===== src/rtl/tour_pkg.sv =====
// Shared state type, one-hot move codes and move-to-offset tables
// for the knight's-tour solver.
package tour_pkg;

   typedef enum logic [1:0] {
      ST_IDLE,
      ST_SEARCH,
      ST_DONE,
      ST_FAIL
   } tour_state_e;

   localparam logic [7:0] MV_0 = 8'h01;
   localparam logic [7:0] MV_1 = 8'h02;
   localparam logic [7:0] MV_2 = 8'h04;
   localparam logic [7:0] MV_3 = 8'h08;
   localparam logic [7:0] MV_4 = 8'h10;
   localparam logic [7:0] MV_5 = 8'h20;
   localparam logic [7:0] MV_6 = 8'h40;
   localparam logic [7:0] MV_7 = 8'h80;

   // Non-one-hot codes map to a zero offset.
   function automatic logic signed [3:0] off_x(input logic [7:0] mv);
      logic signed [3:0] d;
      case (mv)
         MV_0:    d = 4'sd1;
         MV_1:    d = -4'sd1;
         MV_2:    d = -4'sd2;
         MV_3:    d = -4'sd2;
         MV_4:    d = -4'sd1;
         MV_5:    d = 4'sd1;
         MV_6:    d = 4'sd2;
         MV_7:    d = 4'sd2;
         default: d = 4'sd0;
      endcase
      return d;
   endfunction

   function automatic logic signed [3:0] off_y(input logic [7:0] mv);
      logic signed [3:0] d;
      case (mv)
         MV_0:    d = 4'sd2;
         MV_1:    d = 4'sd2;
         MV_2:    d = 4'sd1;
         MV_3:    d = -4'sd1;
         MV_4:    d = -4'sd2;
         MV_5:    d = -4'sd2;
         MV_6:    d = -4'sd1;
         MV_7:    d = 4'sd1;
         default: d = 4'sd0;
      endcase
      return d;
   endfunction

endpackage


===== src/rtl/knight_move_chk.sv =====
// Combinational legality mask: bit k is set when knight move k from (xx, yy)
// lands on the board and on an unvisited square.
module knight_move_chk
   import tour_pkg::*;
#(
   parameter int N = 5
) (
   input  logic [$clog2(N)-1:0] xx,
   input  logic [$clog2(N)-1:0] yy,
   input  logic [N*N-1:0]       visited,
   output logic [7:0]           legal_mask
);

   localparam int CW = $clog2(N);
   localparam int SW = CW + 2;
   localparam int MW = $clog2(N*N);

   for (genvar gi = 0; gi < 8; gi++) begin : g_mv
      logic signed [SW-1:0] tx;
      logic signed [SW-1:0] ty;
      logic                 on_board;
      logic [MW-1:0]        sq;

      // Two guard bits keep negative and past-the-edge targets distinct from real squares.
      assign tx = $signed({2'b00, xx}) + SW'(off_x(8'(1 << gi)));
      assign ty = $signed({2'b00, yy}) + SW'(off_y(8'(1 << gi)));

      assign on_board = !tx[SW-1] && (tx < SW'(N)) && !ty[SW-1] && (ty < SW'(N));
      assign sq       = on_board ? (MW'(ty[CW-1:0]) * MW'(N) + MW'(tx[CW-1:0])) : '0;

      assign legal_mask[gi] = on_board & ~visited[sq];
   end

endmodule


===== src/rtl/tour_solver_n.sv =====
// Depth-first knight's-tour search on an N x N board with host read-back of
// the move list. Define TOUR_TIMEOUT_EN to bound the search to MAX_CYCLES.
module tour_solver_n
   import tour_pkg::*;
#(
   parameter int N          = 5,
   parameter int CW         = $clog2(N),
   parameter int MW         = $clog2(N*N),
   parameter int MAX_CYCLES = 2**24
) (
   input  logic          clk,
   input  logic          rst_n,
   input  logic [CW-1:0] x_start,
   input  logic [CW-1:0] y_start,
   input  logic          go,
   input  logic          abort,
   input  logic [MW-1:0] indx,
   output logic [7:0]    move,
   output logic          busy,
   output logic          done,
   output logic          fail
);

   localparam int SQ = N * N;
   localparam int AW = $clog2(SQ - 1);

   tour_state_e   state;
   logic [CW-1:0] xx, yy;
   logic [SQ-1:0] visited;
   logic [7:0]    last_move [SQ-1];
   logic [7:0]    move_try;
   logic [MW:0]   move_num;

   logic [7:0]    legal_mask;
   logic [7:0]    prev_move;
   logic [AW-1:0] cur_idx, prev_idx;
   logic [MW-1:0] cur_sq, step_sq, start_sq;
   logic [CW-1:0] step_x, step_y, back_x, back_y;
   logic          start_bad;
   logic          time_up;

   knight_move_chk #(.N(N)) u_chk (
      .xx         (xx),
      .yy         (yy),
      .visited    (visited),
      .legal_mask (legal_mask)
   );

   assign cur_idx   = AW'(move_num - (MW+1)'(1));
   assign prev_idx  = AW'(move_num - (MW+1)'(2));
   assign prev_move = last_move[prev_idx];

   assign cur_sq   = MW'(yy) * MW'(N) + MW'(xx);
   assign step_x   = xx + CW'(off_x(move_try));
   assign step_y   = yy + CW'(off_y(move_try));
   assign step_sq  = MW'(step_y) * MW'(N) + MW'(step_x);
   assign back_x   = xx - CW'(off_x(prev_move));
   assign back_y   = yy - CW'(off_y(prev_move));
   assign start_sq = MW'(y_start) * MW'(N) + MW'(x_start);

   assign start_bad = (int'(x_start) >= N) || (int'(y_start) >= N);

   assign busy = (state == ST_SEARCH);
   assign move = (int'(indx) < SQ - 1) ? last_move[indx[AW-1:0]] : 8'h00;

`ifdef TOUR_TIMEOUT_EN
   logic [31:0] cyc_cnt;

   // The MAX_CYCLES-th SEARCH cycle is the last one.
   assign time_up = (cyc_cnt == 32'(MAX_CYCLES - 1));

   always_ff @(posedge clk) begin
      if (!rst_n) begin
         cyc_cnt <= '0;
      end else if (state == ST_IDLE && go) begin
         cyc_cnt <= '0;
      end else if (state == ST_SEARCH) begin
         cyc_cnt <= cyc_cnt + 32'd1;
      end
   end
`else
   assign time_up = 1'b0;
`endif

   always_ff @(posedge clk) begin
      if (!rst_n) begin
         state    <= ST_IDLE;
         xx       <= '0;
         yy       <= '0;
         visited  <= '0;
         move_try <= MV_0;
         move_num <= (MW+1)'(1);
         done     <= 1'b0;
         fail     <= 1'b0;
         for (int i = 0; i < SQ - 1; i++) begin
            last_move[i] <= '0;
         end
      end else begin
         done <= (state == ST_DONE);
         fail <= (state == ST_FAIL);
         case (state)
            ST_IDLE: begin
               if (go) begin
                  if (start_bad) begin
                     state <= ST_FAIL;
                  end else begin
                     xx       <= x_start;
                     yy       <= y_start;
                     visited  <= {{(SQ-1){1'b0}}, 1'b1} << start_sq;
                     move_try <= MV_0;
                     move_num <= (MW+1)'(1);
                     state    <= ST_SEARCH;
                     for (int i = 0; i < SQ - 1; i++) begin
                        last_move[i] <= '0;
                     end
                  end
               end
            end
            ST_SEARCH: begin
               if (abort) begin
                  state <= ST_IDLE;
               end else if (time_up) begin
                  state <= ST_FAIL;
               end else if (move_num == (MW+1)'(SQ)) begin
                  state <= ST_DONE;
               end else if (move_try == '0) begin
                  if (move_num == (MW+1)'(1)) begin
                     state <= ST_FAIL;
                  end else begin
                     // Undo the move that led here and resume with the next candidate.
                     visited[cur_sq] <= 1'b0;
                     xx              <= back_x;
                     yy              <= back_y;
                     move_try        <= prev_move << 1;
                     move_num        <= move_num - (MW+1)'(1);
                  end
               end else if ((legal_mask & move_try) != '0) begin
                  last_move[cur_idx] <= move_try;
                  xx                 <= step_x;
                  yy                 <= step_y;
                  visited[step_sq]   <= 1'b1;
                  move_num           <= move_num + (MW+1)'(1);
                  move_try           <= MV_0;
               end else begin
                  move_try <= move_try << 1;
               end
            end
            ST_DONE, ST_FAIL: state <= ST_IDLE;
            default:          state <= ST_IDLE;
         endcase
      end
   end

endmodule


===== config.mk =====
export PLATFORM = sky130hd
export DESIGN_NAME = tour_solver_n
export DESIGN_NICKNAME = d
export VERILOG_FILES = /design/src/rtl/tour_pkg.sv /design/src/rtl/knight_move_chk.sv /design/src/rtl/tour_solver_n.sv
export SDC_FILE = /design/constraint.sdc
export NUM_CORES = 1
export LEC_CHECK = 0
export BUFFER_PORTS_ARGS = -buffer_cell sky130_fd_sc_hd__buf_2
export CORE_MARGIN = 8
export CORE_UTILIZATION = 40
export CTS_CLUSTER_SIZE = 24
export DETAILED_ROUTE_END_ITERATION = 8
export PLACE_DENSITY = 0.64
export SLEW_MARGIN = 25
export SYNTH_ARGS = -nofsm -noshare
export SYNTH_HDL_FRONTEND = slang
export SYNTH_HIERARCHICAL = 1
export SYNTH_SLANG_ARGS = --single-unit

===== constraint.sdc =====
create_clock -name clk -period 12.4 [get_ports clk]
set_input_delay 2.48 -clock clk [delete_from_list [all_inputs] [get_ports clk]]
set_output_delay 2.48 -clock clk [all_outputs]
set_load 0.02 [all_outputs]

After elaboration in Yosys (flattened, before gate mapping)

Memories as Yosys holds them, arrays and structs flattened.
Index checks and enable logic that the tools add are counted.

Bits in registers: 49
Latch bits: 0
Bits in writable memories: 192
ROM bits: 0
Input bits: 15
Output and inout bits: 11
Logic and storage cells: 315
Memories: 1

Memories:

| memory    | depth | width | rd ports | clocked after Yosys merged registers in | write ports | RTL line            | RTL |
|---|---|---|---|---|---|---|---|
| last_move | 24    | 8     | 2        | 0                                       | 24          | tour_solver_n.sv:30 | `logic [7:0] last_move [SQ-1];` |

$add $sub $neg: 26
$mul: 7
Div/mod/pow operators: 0
Order comparisons: 23
Equal/unequal tests: 29
Shift operators: 1
Muxes and demuxes: 120
Bitwise logic cells: 44
Reduce and logical (&&, ||, !) cells: 56

Operators with widths:

| operator               | number |
|---|---|
| $mux W8                | 33 |
| $mux W25               | 7 |
| $lt A5 B6 Y1 const B   | 10 |
| $add A5 B3 Y5          | 11 |
| $pmux W25 S2           | 1 |
| $pmux W3 S4            | 4 |
| $mux W5                | 9 |
| $mux W3                | 14 |
| $mux W6                | 7 |
| $bmux W1 S5            | 8 |
| $lt A5 B4 Y1 const B   | 7 |
| $mul A3 B3 Y5 const B  | 7 |
| $reduce_or A2 Y1       | 17 |
| $and A25 B25 Y25       | 1 |
| $not A25 Y25           | 1 |
| $or A25 B25 Y25        | 1 |
| $shl A1 B5 Y25 const A | 1 |
| $mux W1                | 24 |
| $or A1 B1 Y1           | 24 |
| $logic_and A1 B1 Y1    | 22 |
| $eq A8 B1 Y1 const B   | 2 |
| $eq A8 B2 Y1 const B   | 2 |
| $eq A8 B3 Y1 const B   | 2 |
| $eq A8 B4 Y1 const B   | 2 |
| other kinds (45)       | 89 |

Logic depth before layout (Yosys ltp)

Gate-level depths: netlist of the first run.

Depth in word-level cells: 21
Gate-level depth with buffers: 23
Mapped depth without buffers: 20

Hierarchy

The synthesis of the first run kept the hierarchy.

By module, submodules not included:

| module          | times used | cells each | area an instance (sq um) | sequential area each (sq um) |
|---|---|---|---|---|
| tour_solver_n   | 1          | 1449       | 17384.2                  | 8668.3 |
| knight_move_chk | 1          | 404        | 2947.8                   | 0.0 |

Least setup slack after synthesis of the first run

Ideal clock, no wire load.

Path kind: input -> output
Start point: input port indx[0]
End point: output port move[5]
Arrival time: 4505 ps
Data required time: 9920 ps
Slack: 5415 ps
Cell stages on the path: 6
Path buffers: 3
Cells stage by stage: buf_2 > clkbuf_1 > buf_2 > mux4_2 > mux2i_1 > o22ai_1

Longest elaborated chain between the ends: 2
Elaborated cells on any way between the ends: 3
Classes of those cells: 1 x order compare; 1 x mux; 1 x memory

Ends and longest elaborated chain:

| element                                        | RTL line            | RTL |
|---|---|---|
| start: declaration                             | tour_solver_n.sv:17 | `input logic [MW-1:0] indx,` |
| $mem_v2 Z24 W8 or $lt A5 B5 Y1 (tied branches) | -                   |  |
| $mux W8 *                                      | tour_solver_n.sv:64 | `assign move = (int'(indx) < SQ - 1) ? last_move[indx[AW-1:0]] : 8'h00;` |
| end: declaration                               | tour_solver_n.sv:18 | `output logic [7:0] move,` |

Mark *: on every way between the ends. The rest lies on a longest branch, timed or not.

Final worst setup path of the first run

Start point: input port indx[0]
End point: output port move[0]

Same word-level chain as after synthesis.

==> flow_results.org, run 1 <==
** Status
- Run status :: finished, final reports clean

** Power and ir drop
- Summed over all cells, the static leakage comes to 7.492 nW.
- Worst-case vdd ir drop :: 0.1206 mV
- Cell Pwr Density :: 133.1 mW/mm²
- Clock share of power :: 32.1%
- Internal power comes to 1.961 mW.
- Psw :: 955.8 µW
- Proportion of total power due to net switching :: 32.77%
- Gate power share :: 26.0%
- The share of total power dissipated in sequential elements is 41.9%.

** Timing
- Final Hold Fails :: 0
- Setup repair after global routing left no endpoint under its margin.
- The clock arrives with 9.665 ps of skew.
- Portion of the clock cycle consumed by the worst path in the final layout :: 58.00%
- Max transition margin :: 28.68%
- Transition time at the pin with the least slew margin :: 1066 ps
- For this run, the top clock speed supported by timing is 139.0 MHz.
- Total count of max-transition violations in the final report :: 0
- Setup violations remaining at the end of the flow were counted as 0.
- Min Clock Period, post-route :: 7192 ps
- For the final routed database, the setup TNS stands at 0 ps.

** Critical path
- Startpoint Class :: input port
- Crit. Startpoint :: indx[0]
- R2r endpoint :: last_move[17][4]$_SDFFCE_PN0P_
- The slowest stage of the critical path is the buf_4 cell.
- Startpoint of the most critical register-to-register path :: yy[1]$_SDFFE_PN0P_
- STA puts the critical path data required time at 9920 ps.
- For the worst flop-to-flop path, the logic depth is 16.
- The critical path goes through buf_4, mux4_2, mux4_2, inv_1, o22ai_1, buf_2.
- CP Data Arrival Time :: 4710 ps
- Along the worst path, the maximum fanout reaches 48.
- Most numerous cell on the critical path :: mux4_2
- By startpoint and endpoint, the worst setup path is classified as input port to output port.
- Worst setup path endpoint :: move[0]
- On the worst path, the slowest cell contributes a delay of 690 ps.
- The setup check on the worst reg-to-reg path leaves a slack of 5480 ps.
- Category of the worst setup path capture point :: output port

** Clocking
- After clock tree synthesis, the clock-pin slew on the worst setup and hold paths is 60 ps.
- Number of clock sinks seen by CTS :: 305
- The number of setup buffers added after CTS is 0.
- TritonCTS buffer count :: 31
- H-tree lvl count :: 1
- TritonCTS built the clock tree.
- Clock latency on the worst-skew pair :: 580 ps
- Number of buffers on the longest clock path :: 3
- Buffers inserted to repair hold after CTS numbered 0.
- The cell sitting at the root of the clock tree is a clkbuf_16.
- The number of gates resized after CTS was 0.

** Place
- Post-detailed-placement half-perimeter wirelength :: 46.42 mm
- Input and output buffers added on the ports amount to 25.
- Routability-driven placement finished with a final weighted congestion of 0.9880.
- The number of placed instances, taps included, is 2446.

** Logic synthesis
- In this run, distinct cell masters in the synthesized netlist total 89.
- Post-synthesis sequential area ratio :: 42.63%
- Number of instances in the synthesized netlist :: 1853
- Sorting the synthesized cells by area gives the leading types as edfxtp_1 (38%), mux4_2 (11%), dfxtp_1 (4.8%).
- Of the post-synthesis cell area, the dominant cell type holds 37.81%.
- Of all flip-flops after synthesis, the portion carrying an async set or reset was 0%.
- Netlist area before placement :: 0.02033 mm²
- In this run the mean area of a mapped cell was 10.97 µm².
- Post-synthesis net count :: 1951
- The most common cell in the synthesized netlist is edfxtp_1.
- Number of flip-flops and latches in the synthesized netlist :: 305
- Most common flop cell mapped by yosys :: edfxtp_1
- The biggest area contributor in the post-synthesis netlist is edfxtp_1.
- The commonest cells after synthesis are edfxtp_1 (256), and2_1 (151), nor2_1 (110), o21ai_0 (109), nand2_1 (100).
- The Yosys step of the flow raised 6 warnings.
- Counting flops with a built-in enable in the synthesized netlist gives 256.

** Route
- After detailed routing, the total wire length is 65.49 mm.
- Number of detailed-route iterations in the first pass :: 5
- Dividing the detail-routed via count by the number of cells gives 6.346.
- Once detail routing completed, the nets flagged for antenna violations numbered 0.
- After detailed routing, the average wire length per cell comes to 26.15 µm.
- In the routed design, unresolved DRC markers number 0.
- Number of DRC markers after the initial detailed-route iteration :: 2097
- Number of vias in the routed layout :: 15890

** GRT
- Aggregate global-route resource usage :: 22.14%
- The initial antenna violation count is 1.
- Entering global routing, the biggest net connects 54 pins.
- Overflow left after global routing :: 0
- Number of global-route vias before repair :: 14820
- The first global-routing pass estimated 98.33 mm of wire.

** Cells and area
- Compared with the post-synthesis result, the final layout area differs by 7.809%.
- The net count of the finished layout is 1905.
- After filler insertion, the fill cell instance count of the layout stands at 4634.
- The repair_antennas step left the layout with diodes totalling 0.
- Share of layout cells above drive strength 1 :: 12.72%
- After the flow finishes, the layout carries non-filler instances totaling 2504.

** Floorplan
- I/O Pins :: 26
- Die width :: 241.5 µm
- The die covers 0.05830 mm².
- Row count :: 82
- Core Box Area :: 0.05017 mm²
- For this configuration, the core starts out at a cell density of 40.53%.
- Die extent in y :: 241.5 µm

** Worst hold path
- The min-delay analysis places its worst path in the category flop to flop.
- In this run the most critical hold path is launched from state[1]$_SDFFE_PN0P_.

** Run
- Across the run, the number of max-cap violations was 0.
-- critical path, delay by kind of cell --
family / cells / cell delay [ps]
buffers and inverters: 3 / 1000
AOI/OAI and AO/OA: 1 / 120
muxes: 2 / 1090
-- layout make-up --
cell class / instances / area (µm²) / area share [%]
clock buffers: 38 / 802.0 / 3.659
clock inverters: 20 / 182.7 / 0.8334
well taps: 672 / 840.8 / 3.836
flip-flops and latches: 305 / 8673 / 39.57
repair buffers: 53 / 340.3 / 1.553
inverters: 57 / 214.0 / 0.9761
multi-input cells: 1359 / 10870 / 49.57
-- sequential cells by signal (all words and copies together), names as in the netlist --
register   flops
last_move    256
visited       25
move_try       8
move_num       6
xx             3
yy             3
state          2
done           1
fail           1
-- how the worst min path moves through the flow --
stage / end / slack, ps / cells after the start
2_1_floorplan: done$_SDFF_PN0_ / 440 / 1
6_report: state[1]$_SDFFE_PN0P_ / 480 / 1
4_1_cts: state[1]$_SDFFE_PN0P_ / 480 / 1
3_3_place_gp: state[1]$_SDFFE_PN0P_ / 470 / 1
5_1_grt: state[1]$_SDFFE_PN0P_ / 510 / 1
3_5_place_dp: state[1]$_SDFFE_PN0P_ / 470 / 1
-- power groups by stage --
stage          logic [mW]  registers, mW  clock network (mW)
2_1_floorplan       0.565           1.20                   0
3_3_place_gp        0.724           1.24                   0
3_5_place_dp        0.741           1.24                   0
4_1_cts             0.743           1.22               0.943
5_1_grt             0.820           1.22               0.990
6_report            0.759           1.22               0.935
-- placed cells by master (no fill, tap or decap), types with 10 or more instances in the layout --
| cell | netlist | final |
|---|---|---|
| edfxtp_1 | 256 | 256 |
| mux4_2 | 95 | 95 |
| nand2_1 | 100 | 100 |
| xor2_1 | 32 | 32 |
| o211ai_1 | 11 | 11 |
| a22o_1 | 11 | 11 |
| mux2_2 | 15 | 15 |
| nor4_1 | 12 | 12 |
| clkbuf_16 | 0 | 31 |
| mux2i_1 | 77 | 77 |
| o21ai_0 | 109 | 88 |
| a22oi_1 | 24 | 24 |
| nor2_1 | 110 | 110 |
| xnor2_1 | 32 | 32 |
| buf_4 | 3 | 30 |
| and2_1 | 151 | 151 |
| inv_1 | 54 | 54 |
| nor2b_1 | 23 | 23 |
| ha_1 | 72 | 71 |
| nor3_1 | 65 | 65 |
| o21ai_1 | 2 | 23 |
| o22ai_1 | 32 | 32 |
| dfxtp_1 | 49 | 47 |
| fa_1 | 11 | 11 |
| nand3_1 | 49 | 49 |
| a31oi_1 | 15 | 15 |
| a21oi_1 | 99 | 99 |
| a221oi_1 | 15 | 15 |
| buf_2 | 26 | 23 |
| a211oi_1 | 13 | 13 |
| nand2b_1 | 20 | 20 |
| nand4_1 | 15 | 15 |
| and3_1 | 10 | 10 |
| a21o_1 | 10 | 10 |
-- per-layer routing --
metal	vias to the layer above	track usage, %	wire length, µm
li1	7002	-	-
met1	7945	31.15	27530
met2	836	35.84	30710
met3	108	3.162	5564
met4	0	5.280	1678
met5	-	0	0
-- through the flow --
stage	hold slack, ps	setup WS (ps)	power (mW)	area [µm²]	util, %
3_3_place_gp	467.3	5237	1.969	20930	41.72
3_5_place_dp	468.7	5174	1.982	20930	41.72
6_report	478.2	5208	2.917	21920	43.69
4_1_cts	477.5	5165	2.907	21920	43.69
2_1_floorplan	436.9	5415	1.769	20330	-
5_1_grt	514.3	4916	3.034	21920	43.69
-- logic make-up after synthesis --
group | after synthesis | share of synthesized area [%]
mux | 191 | 15.66
compound gates | 421 | 13.73
simple gates | 598 | 15.54
fa+ha+maj | 83 | 5.514
buf+inv | 189 | 3.932
flops | 305 | 42.63
xor+xnor | 66 | 2.985
No activity file was read; power rests on OpenSTA's default activity.
==> run 2, diff against run 1 <==
PLACE_DENSITY = 0.66   (was 0.64)
clock period = 5.9 ns   (was 12.4 ns; I/O delays follow)
==> run 2 against run 1 <==
Hold slack improved by 13 ps. Clock power rose by 130%. Critical endpoint is now move_num[4]$_SDFFE_PN0P_. Highest routed layer unchanged. Largest power group unchanged. Power grew 120%. Critical path depth increased by 13. Combinational power increased by 120%. Final cell count increased by 3.1%. Critical path type is now flop to flop. First-iteration DRC count about the same. Register-to-register slack got worse by 5100 ps.
==> flow_results.org, run 2 (synthesis gave the netlist of run 1 again) <==
** Status
- Run status :: finished, final reports clean

** Power and ir drop
- The relative contribution of the clock network to total power was 33.7% (+1.6 points).
- The part of the total power dissipated in sequential elements was 39.7% (-2.2 points).
- Worst-case vdd ir drop :: 0.2204 mV (+83%)
- The reported leakage power is 7.922 nW (+5.7%).
- Power Internal :: 4.353 mW (+120%)
- Cell Pwr Density :: 283.3 mW/mm² (+110%)
- Proportion of total power due to net switching :: 32.15% (-0.63 points)
- The switching power was 2.063 mW (+120%).
- The combinational power share was 26.6% (+0.6 points).
- Power, Total :: 6.416 mW (+120%)

** Cells and area
- Relative to the synthesized area, the layout overhead comes to 11.41%.
- The final net count is 1982 (+4.0%).
- The top cell types in the final layout, fill and taps aside, are edfxtp_1 (256), and2_1 (151), o21ai_0 (109), nor2_1 (109), buf_4 (102).
- Most flops, register :: last_move
- Most frequent standard cell in the layout excluding fill and tap cells :: edfxtp_1
- The largest registers in the layout are last_move: 256 flops, visited: 25 flops, move_try: 8 flops.
- The fraction of final layout cells sized beyond drive strength 1 is 16.55% (+3.8 points).
- Design Area, Final :: 0.02265 mm² (+3.3%)
- The number of flip-flops in the largest register was 256 (unchanged).

** GRT
- The all-layer global routing usage was 21.35% (-0.79 points).
- Antenna violations before repair :: 0 (-1)
- Met3 capacity usage during global routing :: 5.209% (+2.0 points)
- Largest net degree at the start of global routing :: 86 (+59%)
- The overflow left after global routing is 0 (unchanged).
- The first-pass GRT wire length is 95.42 mm (-3.0%).
- The met1 demand-to-capacity share in global routing is 28.70% (-2.5 points).
- The number of global-route vias before repair came to 15590 (+5.2%).
- Met2 capacity usage during global routing :: 33.29% (-2.6 points)
- Most utilized layer in the global route result :: met2

** Critical path
- Ordered cell list for the critical path :: inv_1, ha_1, ha_1, ha_1, nor2b_1, o21ai_0, xor2_2, mux2i_1, a221oi_1, o21ai_0, a22oi_1, and4_1, nand3_1, o211ai_1, buf_4, nor2_1, and3_1, a21oi_1, nor2_1
- The critical-path maximum fanout came to 11 (-77%).
- STA classifies the critical path startpoint as a flop.
- The data arrival time at the worst-slack endpoint is 5930 ps (+1220 ps).
- Critical Path Max Stage Delay :: 600 ps (-90 ps)
- Most numerous cell on the critical path :: ha_1
- Critical Path Slowest Stage Cell :: dfxtp_1
- Bufs and invs on worst path :: 2 (-1)
- STA classifies the critical path endpoint as a flop.
- Top Family by Delay on Critical Path :: compound AO/OA/AOI/OAI gates
- Startpoint-to-endpoint class of the critical path :: flop to flop
- The worst path required time is 6270 ps (-3650 ps).

** Floorplan
- The full die area came to 0.05830 mm² (unchanged).
- Core Box Area :: 0.05017 mm² (unchanged)
- The effective utilization at floorplan came to 40.53% (unchanged).
- Die width :: 241.5 µm (unchanged)
- Die extent in y :: 241.5 µm (unchanged)
- Row count :: 82 (unchanged)
- The I/O pin count came to 26 (unchanged).

** Timing
- The routed design could run at a clock period as short as 5566 ps.
- The number of endpoints failing setup at the final stage is 0 (unchanged).
- Portion of the clock cycle consumed by the worst path in the final layout :: 94.34%
- Setup clock skew after layout :: 40.21 ps (+30.54 ps)
- Timing would allow up to 179.7 MHz.
- The final-layout setup total negative slack is 0 ps (unchanged).
- Total count of max-transition violations in the final report :: 0 (unchanged)
- The normalized max-slew margin came to 25.96% (-2.7 points).
- The slew of the pin with the lowest slew margin is 1111 ps (+44.70 ps).
- The number of endpoints with negative hold slack in the final report is 0 (unchanged).

** Clocking
- The number of clock sinks was 305 (unchanged).
- H-tree lvl count :: 2 (+1)
- TritonCTS built the clock tree.
- The tree is rooted in a clkbuf_16.
- The CTS buffer count came to 34 (+9.7%).
- The clock latency reported for the late side of the worst-skew pair came to 550 ps (-30 ps).
- Total setup buffers inserted after CTS :: 0 (unchanged)
- Clock slew seen by the registers of the worst setup and hold paths :: 60 ps (about the same)
- The maximum root-to-sink buffer count was 3 (unchanged).

** Run
- The total of max-cap violations is 0 (unchanged).

** Route
- The remaining antenna violation count after routing is 0 (unchanged).
- The ratio of routed vias to standard cells is 6.300 (-0.73%).
- The count of unresolved DRC violations after routing came to 0 (unchanged).
- Number of vias in the routed layout :: 16270 (+2.4%)
- Number of DRC markers after the initial detailed-route iteration :: 2096 (-0.048%)
- Total wire length after detailed routing :: 63.64 mm (-2.8%)
- Number of detailed-route iterations in the first pass :: 5 (unchanged)
- The average detailed-routed wire length per instance was 24.65 µm (-5.8%).

** Place
- Post-detailed-placement half-perimeter wirelength :: 44.51 mm (-4.1%)
- The placer's final routability congestion estimate is 0.9081 (-8.1%).
- The count of buffers inserted at the top-level ports was 25 (unchanged).
- The total cell area at the placement stage came to 0.02150 mm² (+2.7%).

** Worst hold path
- Hold/Removal Path Class :: flop to flop
[run 2: cell count changes in the layout (fill, tap and decap cells not counted), moves of 3 or more]
cell / previous run / this run
buf_4: 30 / 102
clkbuf_16: 31 / 35
inv_6: 3 / 0
o21ai_0: 88 / 109
o21ai_1: 23 / 2
xor2_1: 32 / 29
xor2_2: 0 / 3
[run 2: per-layer routing]
layer	share of wire, %	vias to the layer above	wire, µm
met5	0	-	0
met4	3.7	0	2364
met3	11	160	6821
met1	41	8028	25780
li1	-	7145	-
met2	45	934	28670
[run 2: final timing paths]
kind / startpoint / end / slack, ps / cells after the start
worst max-delay path: yy[1]$_SDFFE_PN0P_ / move_num[4]$_SDFFE_PN0P_ / 330 / 19
worst min-delay path: state[1]$_SDFFE_PN0P_ / state[1]$_SDFFE_PN0P_ / 490 / 1
worst max register to register: yy[1]$_SDFFE_PN0P_ / move_num[4]$_SDFFE_PN0P_ / 330 / 19
worst min register to register: state[1]$_SDFFE_PN0P_ / state[1]$_SDFFE_PN0P_ / 490 / 1
[run 2: repair_timing]
item / in CTS / in global routing
gates resized for setup: 0 / 5
hold buffers: 0 / 0
endpoints found under the setup margin: 0 / 407
[run 2: area by class of cell]
type / count / area, µm²
sequential: 305 / 8673
antenna: 1 / 2.502
inverter: 57 / 214.0
fill: 4529 / 27520
timing repair buffer: 127 / 905.9
tap: 672 / 840.8
clock buffer: 41 / 898.4
clock inverter: 20 / 215.2
multi-input combinational: 1359 / 10900
[run 2: per-stage QoR]
step	utilization (%)	setup slack (ps)	hold slack [ps]	instances
floorplan	-	388.1	436.9	1853
detailed placement	42.86	167.1	477.1	2520
finish	45.15	333.7	491.2	2582
global placement	42.86	369.7	462.1	2520
global route	45.14	-24.53	525.4	2581
CTS	45.08	126.3	486.3	2581
[run 2: power groups by stage]
stage	clock network [mW]	logic (mW)	registers, mW
after floorplan	0	1.19	2.53
after CTS	2.18	1.66	2.54
final	2.16	1.70	2.55
after global routing	2.26	1.83	2.56
after detailed placement	0	1.65	2.59
after global placement	0	1.63	2.59
